==> src/rtl/ntt_pkg.sv <==
`default_nettype none
// ============================================================================
// Module      : ntt_pkg
// Description : Shared definitions for the NTT stage sequencer: FSM state
//               encoding, default parameter values and counter typedef.
// Revision    : 1.0 - initial release
// ============================================================================
package ntt_pkg;

  localparam int NTT_DEF_NUM_STAGES      = 3;
  localparam int NTT_DEF_BU_PER_STAGE    = 64;
  localparam int NTT_DEF_INIT_CYCLES     = 256;
  localparam int NTT_DEF_DRAIN_CYCLES    = 12;
  localparam int NTT_DEF_MAX_OUTSTANDING = 16;
  localparam int NTT_DEF_CNT_W           = 16;

  typedef logic [NTT_DEF_CNT_W-1:0] cnt_t;

  typedef enum logic [2:0] {
    ST_IDLE  = 3'd0,
    ST_INIT  = 3'd1,
    ST_RUN   = 3'd2,
    ST_DRAIN = 3'd3,
    ST_FIN   = 3'd4
  } ntt_seq_state_e;

endpackage
`default_nettype wire

==> src/rtl/ntt_outstanding_tracker.sv <==
`default_nettype none
// ============================================================================
// Module      : ntt_outstanding_tracker
// Description : Up/down counter of in-flight butterflies with full and zero
//               flags. A decrement while empty is dropped.
// Revision    : 1.0 - initial release
// ============================================================================
module ntt_outstanding_tracker
  import ntt_pkg::*;
#(
  parameter int MAX_OUTSTANDING = NTT_DEF_MAX_OUTSTANDING,
  parameter int CNT_W           = NTT_DEF_CNT_W
) (
  input  logic             clk,
  input  logic             rst_n,
  input  logic             inc_i,
  input  logic             dec_i,
  output logic [CNT_W-1:0] count_o,
  output logic             full_o,
  output logic             zero_o
);

  localparam logic [CNT_W-1:0] MAX_C = CNT_W'(MAX_OUTSTANDING);

  logic [CNT_W-1:0] count_q;
  logic [CNT_W-1:0] count_d;

  // Next count: simultaneous inc/dec cancel, underflowing decrement ignored
  always_comb begin
    count_d = count_q;
    if (inc_i && !dec_i) begin
      count_d = count_q + CNT_W'(1);
    end else if (!inc_i && dec_i && (count_q != '0)) begin
      count_d = count_q - CNT_W'(1);
    end
  end

  // Count register
  always_ff @(posedge clk or negedge rst_n) begin
    if (!rst_n) begin
      count_q <= '0;
    end else begin
      count_q <= count_d;
    end
  end

  assign count_o = count_q;
  assign full_o  = (count_q == MAX_C);
  assign zero_o  = (count_q == '0);

endmodule
`default_nettype wire

==> src/rtl/ntt_stage_sequencer.sv <==
`default_nettype none
// ============================================================================
// Module      : ntt_stage_sequencer
// Description : Runs NUM_STAGES NTT stages of BU_PER_STAGE butterflies each,
//               with a twiddle init phase, an outstanding-butterfly limit and
//               a drain window between stages.
//               Optional: NTT_SEQ_PERF_EN adds cycle_cnt, stall_cnt and err.
// Revision    : 1.0 - initial release
// ============================================================================
module ntt_stage_sequencer
  import ntt_pkg::*;
#(
  parameter int NUM_STAGES      = NTT_DEF_NUM_STAGES,
  parameter int BU_PER_STAGE    = NTT_DEF_BU_PER_STAGE,
  parameter int INIT_CYCLES     = NTT_DEF_INIT_CYCLES,
  parameter int DRAIN_CYCLES    = NTT_DEF_DRAIN_CYCLES,
  parameter int MAX_OUTSTANDING = NTT_DEF_MAX_OUTSTANDING,
  parameter int CNT_W           = NTT_DEF_CNT_W
) (
  input  logic                        clk,
  input  logic                        rst_n,
  input  logic                        start,
  input  logic                        agu_valid,
  input  logic                        r_valid_out,
  input  logic                        ntt_done,
  output logic                        tf_init,
  output logic                        tf_ren,
  output logic [$clog2(NUM_STAGES):0] stage_idx,
  output logic                        agu_enable,
  output logic                        r_enable,
  output logic                        w_enable,
  output logic                        ntt_enable,
  output logic                        busy,
  output logic                        done
`ifdef NTT_SEQ_PERF_EN
  ,
  output logic [31:0]                 cycle_cnt,
  output logic [31:0]                 stall_cnt,
  output logic                        err
`endif
);

  localparam int SW = $clog2(NUM_STAGES) + 1;
  localparam logic [CNT_W-1:0] INIT_LAST  = CNT_W'(INIT_CYCLES - 1);
  localparam logic [CNT_W-1:0] BU_C       = CNT_W'(BU_PER_STAGE);
  localparam logic [CNT_W-1:0] BU_LAST    = CNT_W'(BU_PER_STAGE - 1);
  localparam logic [CNT_W-1:0] DRAIN_LAST = CNT_W'(DRAIN_CYCLES - 1);
  localparam logic [SW-1:0]    LAST_STAGE = SW'(NUM_STAGES - 1);

  // Every count must be representable in a CNT_W-bit counter
  generate
    if ((NUM_STAGES < 1) || (BU_PER_STAGE < 1) || (INIT_CYCLES < 1) ||
        (DRAIN_CYCLES < 1) || (MAX_OUTSTANDING < 1) || (CNT_W < 2) || (CNT_W > 62) ||
        (64'(BU_PER_STAGE) >= (64'(1) << CNT_W)) ||
        (64'(INIT_CYCLES) >= (64'(1) << CNT_W)) ||
        (64'(DRAIN_CYCLES) >= (64'(1) << CNT_W)) ||
        (64'(MAX_OUTSTANDING) >= (64'(1) << CNT_W))) begin : g_param_check
      $error("ntt_stage_sequencer: parameter out of range for CNT_W");
    end
  endgenerate

  ntt_seq_state_e   state_q, state_d;
  logic [CNT_W-1:0] init_cnt_q, init_cnt_d;
  logic [CNT_W-1:0] issue_cnt_q, issue_cnt_d;
  logic [CNT_W-1:0] drain_cnt_q, drain_cnt_d;
  logic [SW-1:0]    stage_q, stage_d;

  logic             w_issue_pend;
  logic             w_ren;
  logic             w_wen;
  logic             w_full;
  logic             w_zero;
  logic [CNT_W-1:0] w_outst;
  logic             w_drained;
  logic             w_drain_exit;

  ntt_outstanding_tracker #(
    .MAX_OUTSTANDING (MAX_OUTSTANDING),
    .CNT_W           (CNT_W)
  ) u_outst (
    .clk     (clk),
    .rst_n   (rst_n),
    .inc_i   (w_ren),
    .dec_i   (w_wen),
    .count_o (w_outst),
    .full_o  (w_full),
    .zero_o  (w_zero)
  );

  // Issue/write-back qualifiers; drain completes once this cycle's write empties the pipe
  always_comb begin
    w_issue_pend = (state_q == ST_RUN) && (issue_cnt_q < BU_C);
    w_ren        = w_issue_pend && agu_valid && !w_full;
    w_wen        = ((state_q == ST_RUN) || (state_q == ST_DRAIN) || (state_q == ST_FIN)) && ntt_done;
    w_drained    = w_zero || ((w_outst == CNT_W'(1)) && w_wen);
    w_drain_exit = (state_q == ST_DRAIN) && (drain_cnt_q == DRAIN_LAST) && w_drained;
  end

  // FSM state register
  always_ff @(posedge clk or negedge rst_n) begin
    if (!rst_n) begin
      state_q <= ST_IDLE;
    end else begin
      state_q <= state_d;
    end
  end

  // FSM next-state logic
  always_comb begin
    state_d = state_q;
    case (state_q)
      ST_IDLE:  if (start) state_d = ST_INIT;
      ST_INIT:  if (init_cnt_q == INIT_LAST) state_d = ST_RUN;
      ST_RUN:   if (w_ren && (issue_cnt_q == BU_LAST)) state_d = ST_DRAIN;
      ST_DRAIN: if (w_drain_exit) state_d = (stage_q == LAST_STAGE) ? ST_FIN : ST_RUN;
      ST_FIN:   state_d = ST_IDLE;
      default:  state_d = ST_IDLE;
    endcase
  end

  // FSM outputs: enables are combinational from state, counters and inputs
  always_comb begin
    tf_init    = (state_q == ST_INIT);
    agu_enable = w_issue_pend;
    r_enable   = w_ren;
    tf_ren     = w_ren;
    w_enable   = w_wen;
    ntt_enable = ((state_q == ST_RUN) || (state_q == ST_DRAIN) || (state_q == ST_FIN)) && r_valid_out;
    busy       = (state_q != ST_IDLE);
    done       = (state_q == ST_FIN);
  end

  // Counter next values; stage_idx is kept after FIN and only cleared by start
  always_comb begin
    init_cnt_d  = init_cnt_q;
    issue_cnt_d = issue_cnt_q;
    drain_cnt_d = drain_cnt_q;
    stage_d     = stage_q;
    case (state_q)
      ST_IDLE: begin
        if (start) begin
          init_cnt_d = '0;
          stage_d    = '0;
        end
      end
      ST_INIT: begin
        init_cnt_d = init_cnt_q + CNT_W'(1);
        if (init_cnt_q == INIT_LAST) begin
          issue_cnt_d = '0;
          stage_d     = '0;
        end
      end
      ST_RUN: begin
        if (w_ren) issue_cnt_d = issue_cnt_q + CNT_W'(1);
        if (w_ren && (issue_cnt_q == BU_LAST)) drain_cnt_d = '0;
      end
      ST_DRAIN: begin
        if (drain_cnt_q != DRAIN_LAST) drain_cnt_d = drain_cnt_q + CNT_W'(1);
        if (w_drain_exit && (stage_q != LAST_STAGE)) begin
          stage_d     = stage_q + SW'(1);
          issue_cnt_d = '0;
        end
      end
      default: ;
    endcase
  end

  // Counter registers
  always_ff @(posedge clk or negedge rst_n) begin
    if (!rst_n) begin
      init_cnt_q  <= '0;
      issue_cnt_q <= '0;
      drain_cnt_q <= '0;
      stage_q     <= '0;
    end else begin
      init_cnt_q  <= init_cnt_d;
      issue_cnt_q <= issue_cnt_d;
      drain_cnt_q <= drain_cnt_d;
      stage_q     <= stage_d;
    end
  end

  assign stage_idx = stage_q;

`ifdef NTT_SEQ_PERF_EN
  logic [31:0] cycle_cnt_q;
  logic [31:0] stall_cnt_q;
  logic        err_q;

  // Performance counters: clear on start, count while busy, freeze in IDLE
  always_ff @(posedge clk or negedge rst_n) begin
    if (!rst_n) begin
      cycle_cnt_q <= '0;
      stall_cnt_q <= '0;
      err_q       <= 1'b0;
    end else begin
      if (state_q == ST_IDLE) begin
        if (start) begin
          cycle_cnt_q <= '0;
          stall_cnt_q <= '0;
        end
      end else begin
        cycle_cnt_q <= cycle_cnt_q + 32'd1;
        if (w_issue_pend && !w_ren) stall_cnt_q <= stall_cnt_q + 32'd1;
      end
      if (w_wen && !w_ren && w_zero) err_q <= 1'b1;
    end
  end

  assign cycle_cnt = cycle_cnt_q;
  assign stall_cnt = stall_cnt_q;
  assign err       = err_q;
`endif

endmodule
`default_nettype wire

==> config.mk <==
export PLATFORM = sky130hd
export DESIGN_NAME = ntt_stage_sequencer
export DESIGN_NICKNAME = d
export VERILOG_FILES = /design/src/rtl/ntt_pkg.sv /design/src/rtl/ntt_outstanding_tracker.sv /design/src/rtl/ntt_stage_sequencer.sv
export SDC_FILE = /design/constraint.sdc
export NUM_CORES = 1
export LEC_CHECK = 0
export CAP_MARGIN = 20
export CORE_MARGIN = 4
export CORE_UTILIZATION = 30
export CTS_CLUSTER_DIAMETER = 120
export CTS_CLUSTER_SIZE = 25
export DETAILED_ROUTE_END_ITERATION = 10
export PLACE_DENSITY = 0.52
export SYNTH_ARGS = -nofsm -noshare
export SYNTH_HDL_FRONTEND = slang
export SYNTH_HIERARCHICAL = 1
export SYNTH_SLANG_ARGS = --single-unit
==> constraint.sdc <==
create_clock -name clk -period 4.9 [get_ports clk]
set_input_delay 0.49 -clock clk [delete_from_list [all_inputs] [get_ports clk]]
set_output_delay 0.49 -clock clk [all_outputs]
set_load 0.01 [all_outputs]
# Word level (Yosys, flattened, before mapping)
# Cells that the tools add are included.
[op_classes]
eq_ne = 19
reduce_logical = 33
n_addsub = 6
mux = 21
order_cmp = 1
[ops]
columns = ["cell", "count"]
rows = [
  ["16-bit 2-to-1 mux", 8],
  ["16-bit by 1-bit adder with 16-bit output (second input constant)", 4],
  ["16-bit case mux with 2 select lines", 2],
  ["16-bit case mux with 3 select lines", 1],
  ["3-bit 2-to-1 mux", 8],
  ["16-bit by 1-bit == test with 1-bit output (second input constant)", 1],
  ["16-bit by 4-bit == test with 1-bit output (second input constant)", 1],
  ["16-bit by 5-bit == test with 1-bit output (second input constant)", 1],
  ["16-bit by 6-bit == test with 1-bit output (second input constant)", 1],
  ["16-bit by 8-bit == test with 1-bit output (second input constant)", 1],
  ["16-bit logical NOT", 1],
  ["16-bit by 7-bit less-than comparator with 1-bit output (second input constant)", 1],
  ["16-bit by 4-bit inequality test with 1-bit output (second input constant)", 1],
  ["16-bit nonzero test", 1],
  ["16-bit by 1-bit subtractor with 16-bit output (second input constant)", 1],
  ["1-bit logical AND", 13],
  ["3-bit case mux with 4 select lines", 1],
  ["4-bit AND reduction", 3],
  ["2-bit by 1-bit inequality test with 1-bit output (second input constant)", 5],
  ["3-bit by 2-bit == test with 1-bit output (second input constant)", 3],
  ["3-bit case mux with 3 select lines", 1],
  ["3-bit nonzero test", 3],
  ["2-bit nonzero test", 3],
  ["2-bit inequality test (second input constant)", 2],
  ["other kinds (9)", 13],
]
[totals]
output_inout_bits = 11
inputBits = 6
elab_cells = 86
register_bits = 70

# Logic depth before layout (Yosys ltp)
[depth]
depth_word = 10
depth_mapped = 14
ltp_nobuf = 14

# Modules after synthesis
# The synthesis kept the hierarchy.
[modules_own_cells]
columns = ["mod", "seq_area_each_um2", "area_each_um2", "n_inst", "cells_each"]
rows = [
  ["ntt_stage_sequencer", 1351.3, 2987.9, 1, 321],
  ["ntt_outstanding_tracker", 400.4, 1360.1, 1, 154],
]

# Worst setup path before layout
# No wires, ideal clock.
[synth_path]
kind = "reg-to-reg"
start = "register issue_cnt_q[7]"
end = "register u_outst.count_q[15], in the netlist u_outst/count_o[15]"
synth_period_minus_slack_ns = 3.562
arrival_ns = 3.493
required_ns = 4.831
path_stages_with_launch = 12
path_buffers = 0
setup_slack_ns = 1.338
setup_time_ns = 0.069
path_cell_list = "dfrtp_1 -> nor4_1 -> nand4_1 -> nor2_1 -> nand2b_1 -> ha_1 -> a21o_1 -> a21o_1 -> a221oi_1 -> o21a_1 -> mux2_2 -> nand3_1"
[synth_between]
elab_chain_cells = 8
elab_cells_between_ends = 10
cone_classes = "1 x order compare; 1 x mux; 8 x reduce/logical"
[synth_lines]
columns = ["item", "line_no", "source"]
rows = [
  ["start: declaration", "ntt_stage_sequencer.sv:64", "logic [CNT_W-1:0] issue_cnt_q, issue_cnt_d;"],
  ["start signal: assignment", "ntt_stage_sequencer.sv:177", "issue_cnt_q <= issue_cnt_d;"],
  ["16-bit by 7-bit less-than comparator with 1-bit output *", "ntt_stage_sequencer.sv:92", "w_issue_pend = (state_q == ST_RUN) && (issue_cnt_q < BU_C);"],
  ["1-bit logical AND *", "ntt_stage_sequencer.sv:92", ""],
  ["1-bit logical AND * (2 in a row)", "ntt_stage_sequencer.sv:93", "w_ren = w_issue_pend && agu_valid && !w_full;"],
  ["net r_enable", "ntt_stage_sequencer.sv:30", "output logic r_enable,"],
  ["1-bit logical NOT", "ntt_outstanding_tracker.sv:33", "end else if (!inc_i && dec_i && (count_q != '0)) begin"],
  ["1-bit logical AND (2 in a row)", "ntt_outstanding_tracker.sv:33", ""],
  ["2-bit nonzero test (no source line)", "--", ""],
  ["end signal: assignment", "ntt_outstanding_tracker.sv:43", "count_q <= count_d;"],
  ["end: declaration", "ntt_outstanding_tracker.sv:25", "logic [CNT_W-1:0] count_q;"],
]
# Mark *: on every way through the listed nets, which the timed path passes. The rest lies on a longest branch.
# A chain may end at the register's enable or synchronous reset.

# Worst setup path after layout
[layout_path]
start = "register state_q[1]"
end = "register u_outst.count_q[15], in the netlist u_outst/count_o[15]"
[layout_between]
elab_chain_cells = 8
elab_cells_between_ends = 16
cone_classes = "3 x eq/ne; 1 x mux; 12 x reduce/logical"
[layout_lines]
columns = ["item", "line_no", "source"]
rows = [
  ["start: declaration", "ntt_stage_sequencer.sv:62", "ntt_seq_state_e state_q, state_d;"],
  ["start signal: assignment", "ntt_stage_sequencer.sv:104", "state_q <= state_d;"],
  ["3-bit by 2-bit == test with 1-bit output", "ntt_stage_sequencer.sv:92, ntt_stage_sequencer.sv:94", ""],
  ["1-bit logical AND", "ntt_stage_sequencer.sv:92", ""],
  ["1-bit logical AND (2 in a row)", "ntt_stage_sequencer.sv:93", ""],
  ["1-bit logical NOT", "ntt_outstanding_tracker.sv:33", ""],
  ["1-bit logical AND (2 in a row)", "ntt_outstanding_tracker.sv:33", ""],
  ["2-bit nonzero test (no source line)", "--", ""],
]
# Parallel ways exist; a longest one is shown, timed or not.

==> flow_summary.yaml <==
outcome:
  status: "finished clean"
die:
  die_w_um: 128
  core_area_sq_mm: 0.0140
  row_count: 43
  die_area_sq_mm: 0.0165
  ios: 17
  initial_core_util: 0.310
  die_h_um: 128
logic_synthesis:
  seq_area_frac_synth: 0.403
  yosysTopAreaCell: "dfrtp_1"
  synth_compound_area_frac: 0.154
  synth_seq_cells: 70
  syn-num-nets: 502
  synth.most_common_cell: "dfrtp_1"
  yosys.area_share.simple: 0.261
  syn_inst: 475
  synth_xor_area_frac: 0.0544
  synthArstFlopShare: 1.00
  syn_avg_cell_area_sq_um: 9.15
  yosysTopAreaCellShare: 0.403
  synthesis.area_sq_mm: 0.00435
  synth.distinct_cells: 63
  yosys-top-cells-count: "70 x dfrtp_1, 58 x nor2_1, 42 x nand2_1"
  synth_top_family_by_area: "simple AND/OR/NAND/NOR gates"
  muxShareOfSynthArea: 0.0325
  synth_edf_count: 0
  yosysWarningCount: 6
  synth_area_leaders: "dfrtp_1 40%, ha_1 5.8%, nor2_1 5.0%, o21ai_0 3.9%, nand2_1 3.6%"
  synth_ff_type: "dfrtp_1"
  synth-adder-area-share: 0.0622
detailed_routing:
  drt_pass1_iterations: 4
  vias: 3511
  avgRoutedWirePerCell_um: 14.8
  dr.first_iter.drc_count: 289
  drtAntennaViolNets: 0
  routed_wl_um: 9970
  viasPerCell: 5.21
  drc: 0
timing:
  hold_viol_final: 0
  max_clock_freq_mhz: 237
  finalCriticalPeriod_ns: 4.21
  worst_pin_slew_ns: 0.841
  slew-limit-headroom: 0.439
  drv_slew: 0
  setup_viol: 0
  min_period_over_period: 0.860
  skew_ns: 0.00942
  fin_setup_tns_ns: 0
  rsz0062_at_grt: "no"
  worst_hold_slack_ns: 0.272
final_layout:
  layout-drive-gt1-share: 0.0810
  nFillCells: 1388
  antenna_cells: 0
  area_delta_synth_final_pct: 14.0
  fin_nets: 517
  final_area_sq_mm: 0.00496
power_and_ir_drop:
  power_density_mw_per_mm2: 551
  power_frac_comb: 0.420
  p_sw_w: 0.00109
  internal_power_w: 0.00164
  power.share.switching: 0.398
  ir_worst_vdd_mv: 0.194
  power.leakage_nw: 2.14
  total_power_w: 0.00273
  pwr-share-clk: 0.242
  seq_power_share: 0.338
worst_setup_path:
  required_ns: 5.16
  crit_family: "simple AND/OR/NAND/NOR gates"
  cp_max_fo: 18
  critPathKind: "reg -> reg"
  worst_path_max_delay_cell: "dfrtp_1"
  path_buf_inv: 0
  startpoint_type: "flop"
  worstPathCellList: "nor3b_4 -> nand4_1 -> nor2_1 -> nand2b_1 -> ha_1 -> and3_1 -> and2_1 -> a221oi_1 -> o21a_1 -> mux2_2 -> nand3_1"
  end_kind: "flop"
  cpPeakStageDelay_ns: 0.60
  worstPathArrival_ns: 4.47
clocking:
  clkSinkCount: 70
  clk_pin_slew_worst_paths_ns: 0.06
  numCtsBuffers: 9
  clock_latency_ns: 0.33
  cts_tree: "built"
  postCtsSetupRepairBufs: 0
  cts_root_buffer: "clkbuf_16"
  cts_resized: 0
  cts.path.max_buffers: 2
  cts_hold_buf: 0
  htree_levels: 3
placement:
  place_hpwl_um: 6940
  placed_area_sq_mm: 0.00466
  io_buffers: 16
  gp_congestion: 0.818
global_routing:
  antenna_found_initial: 0
  grt_max_degree: 38
  grt_pass1_wl_um: 16900
  grt_usage: 0.127
  grt_pass1_vias: 3370
  grt_remaining_overflow: 0
job:
  max_cap_violations: 0
worst_hold_path:
  min_path_type: "in -> async"
==> through the flow <==
stage / instances / util / setup slack (ns)
6_report: 674 / 0.353 / 0.688
5_1_grt: 674 / 0.353 / 0.280
4_1_cts: 674 / 0.353 / 0.688
3_5_place_dp: 659 / 0.332 / 0.723
3_3_place_gp: 659 / 0.332 / 0.946
2_1_floorplan: 475 / - / 1.34
==> cells in the final DEF (no fill, tap or decap), drive strengths merged, types with 2 or more instances in the layout <==
cell and count:
dfrtp 70, nor2 58, nand2 43, o21ai 36
a21oi 25, ha 20, and3 19, nand3 18
nor4 16, xor2 15, clkdlybuf4s50 15, inv 14
nand4 12, xnor2 12, o21a 10, nand2b 10
clkbuf 10, nor3 9, a21o 8, mux2i 7
and2 6, mux2 6, nor3b 6, and4 4
buf 4, a221oi 3, nor4b 3, or3 2
and2b 2, o31ai 2, a22o 2, a31oi 2
clkinvlp 2, a31o 2, o2bb2ai 2
==> metal layers <==
| metal | GRT usage | wire (um) | up-vias |
|---|---|---|---|
| met2 | 0.197 | 4510 | 55 |
| met5 | 0 | 0 | - |
| met3 | 0.0295 | 403 | 9 |
| li1 | - | - | 1749 |
| met1 | 0.173 | 4930 | 1698 |
| met4 | 0.0456 | 132 | 0 |
==> worst register-to-register path, cell delays in order (launching register included) <==
cell	delay, ns
dfrtp_1	0.60
nor3b_4	0.30
nand4_1	0.25
nor2_1	0.49
nand2b_1	0.55
ha_1	0.56
and3_1	0.27
and2_1	0.21
a221oi_1	0.24
o21a_1	0.24
mux2_2	0.36
nand3_1	0.08
==> worst paths after layout <==
kind | cells past startpoint | to | slack, ns | from
max in group asynchronous | 2 | drain_cnt_q[8]$_DFFE_PN0P_ | 3.61 | rst_n
min in group clk | 1 | init_cnt_q[15]$_DFFE_PN0P_ | 0.49 | init_cnt_q[15]$_DFFE_PN0P_
hold reg to reg | 1 | init_cnt_q[15]$_DFFE_PN0P_ | 0.49 | init_cnt_q[15]$_DFFE_PN0P_
setup reg to reg | 11 | u_outst/count_o[15]$_DFFE_PN0P_ | 0.69 | state_q[1]$_DFFE_PN0P_
hold / removal | 1 | drain_cnt_q[11]$_DFFE_PN0P_ | 0.27 | rst_n
setup / recovery | 11 | u_outst/count_o[15]$_DFFE_PN0P_ | 0.69 | state_q[1]$_DFFE_PN0P_
==> final cells by class <==
cell class	count	area, sq um	area share
Clock inverter	5	58.8	0.0119
Inverter	13	48.8	0.00985
Sequential cell	70	1750	0.353
Multi-Input combinational cell	377	2450	0.495
Tap cell	180	225	0.0454
Timing Repair Buffer	19	178	0.0358
Clock buffer	10	239	0.0482
==> power by group through the flow <==
stage / logic, W / clock network, W / registers (W)
after floorplan: 0.000918 / 0 / 0.000865
after global placement: 0.00113 / 0 / 0.000929
after detailed placement: 0.00114 / 0 / 0.000929
after CTS: 0.00115 / 0.000682 / 0.000922
after global routing: 0.00129 / 0.000707 / 0.000950
final: 0.00115 / 0.000662 / 0.000922
==> registers in the layout, summed over array words and instances, names as in the netlist <==
name	count
stage_idx	3
init_cnt_q	16
issue_cnt_q	16
state_q	3
drain_cnt_q	16
u_outst/count_o	16
==> logic make-up after synthesis <==
group / after synthesis
simple gates: 214
xor+xnor: 27
buf+inv: 28
mux: 13
compound gates: 102
flops: 70
fa+ha+maj: 21
No activity file was read; power rests on OpenSTA's default activity.
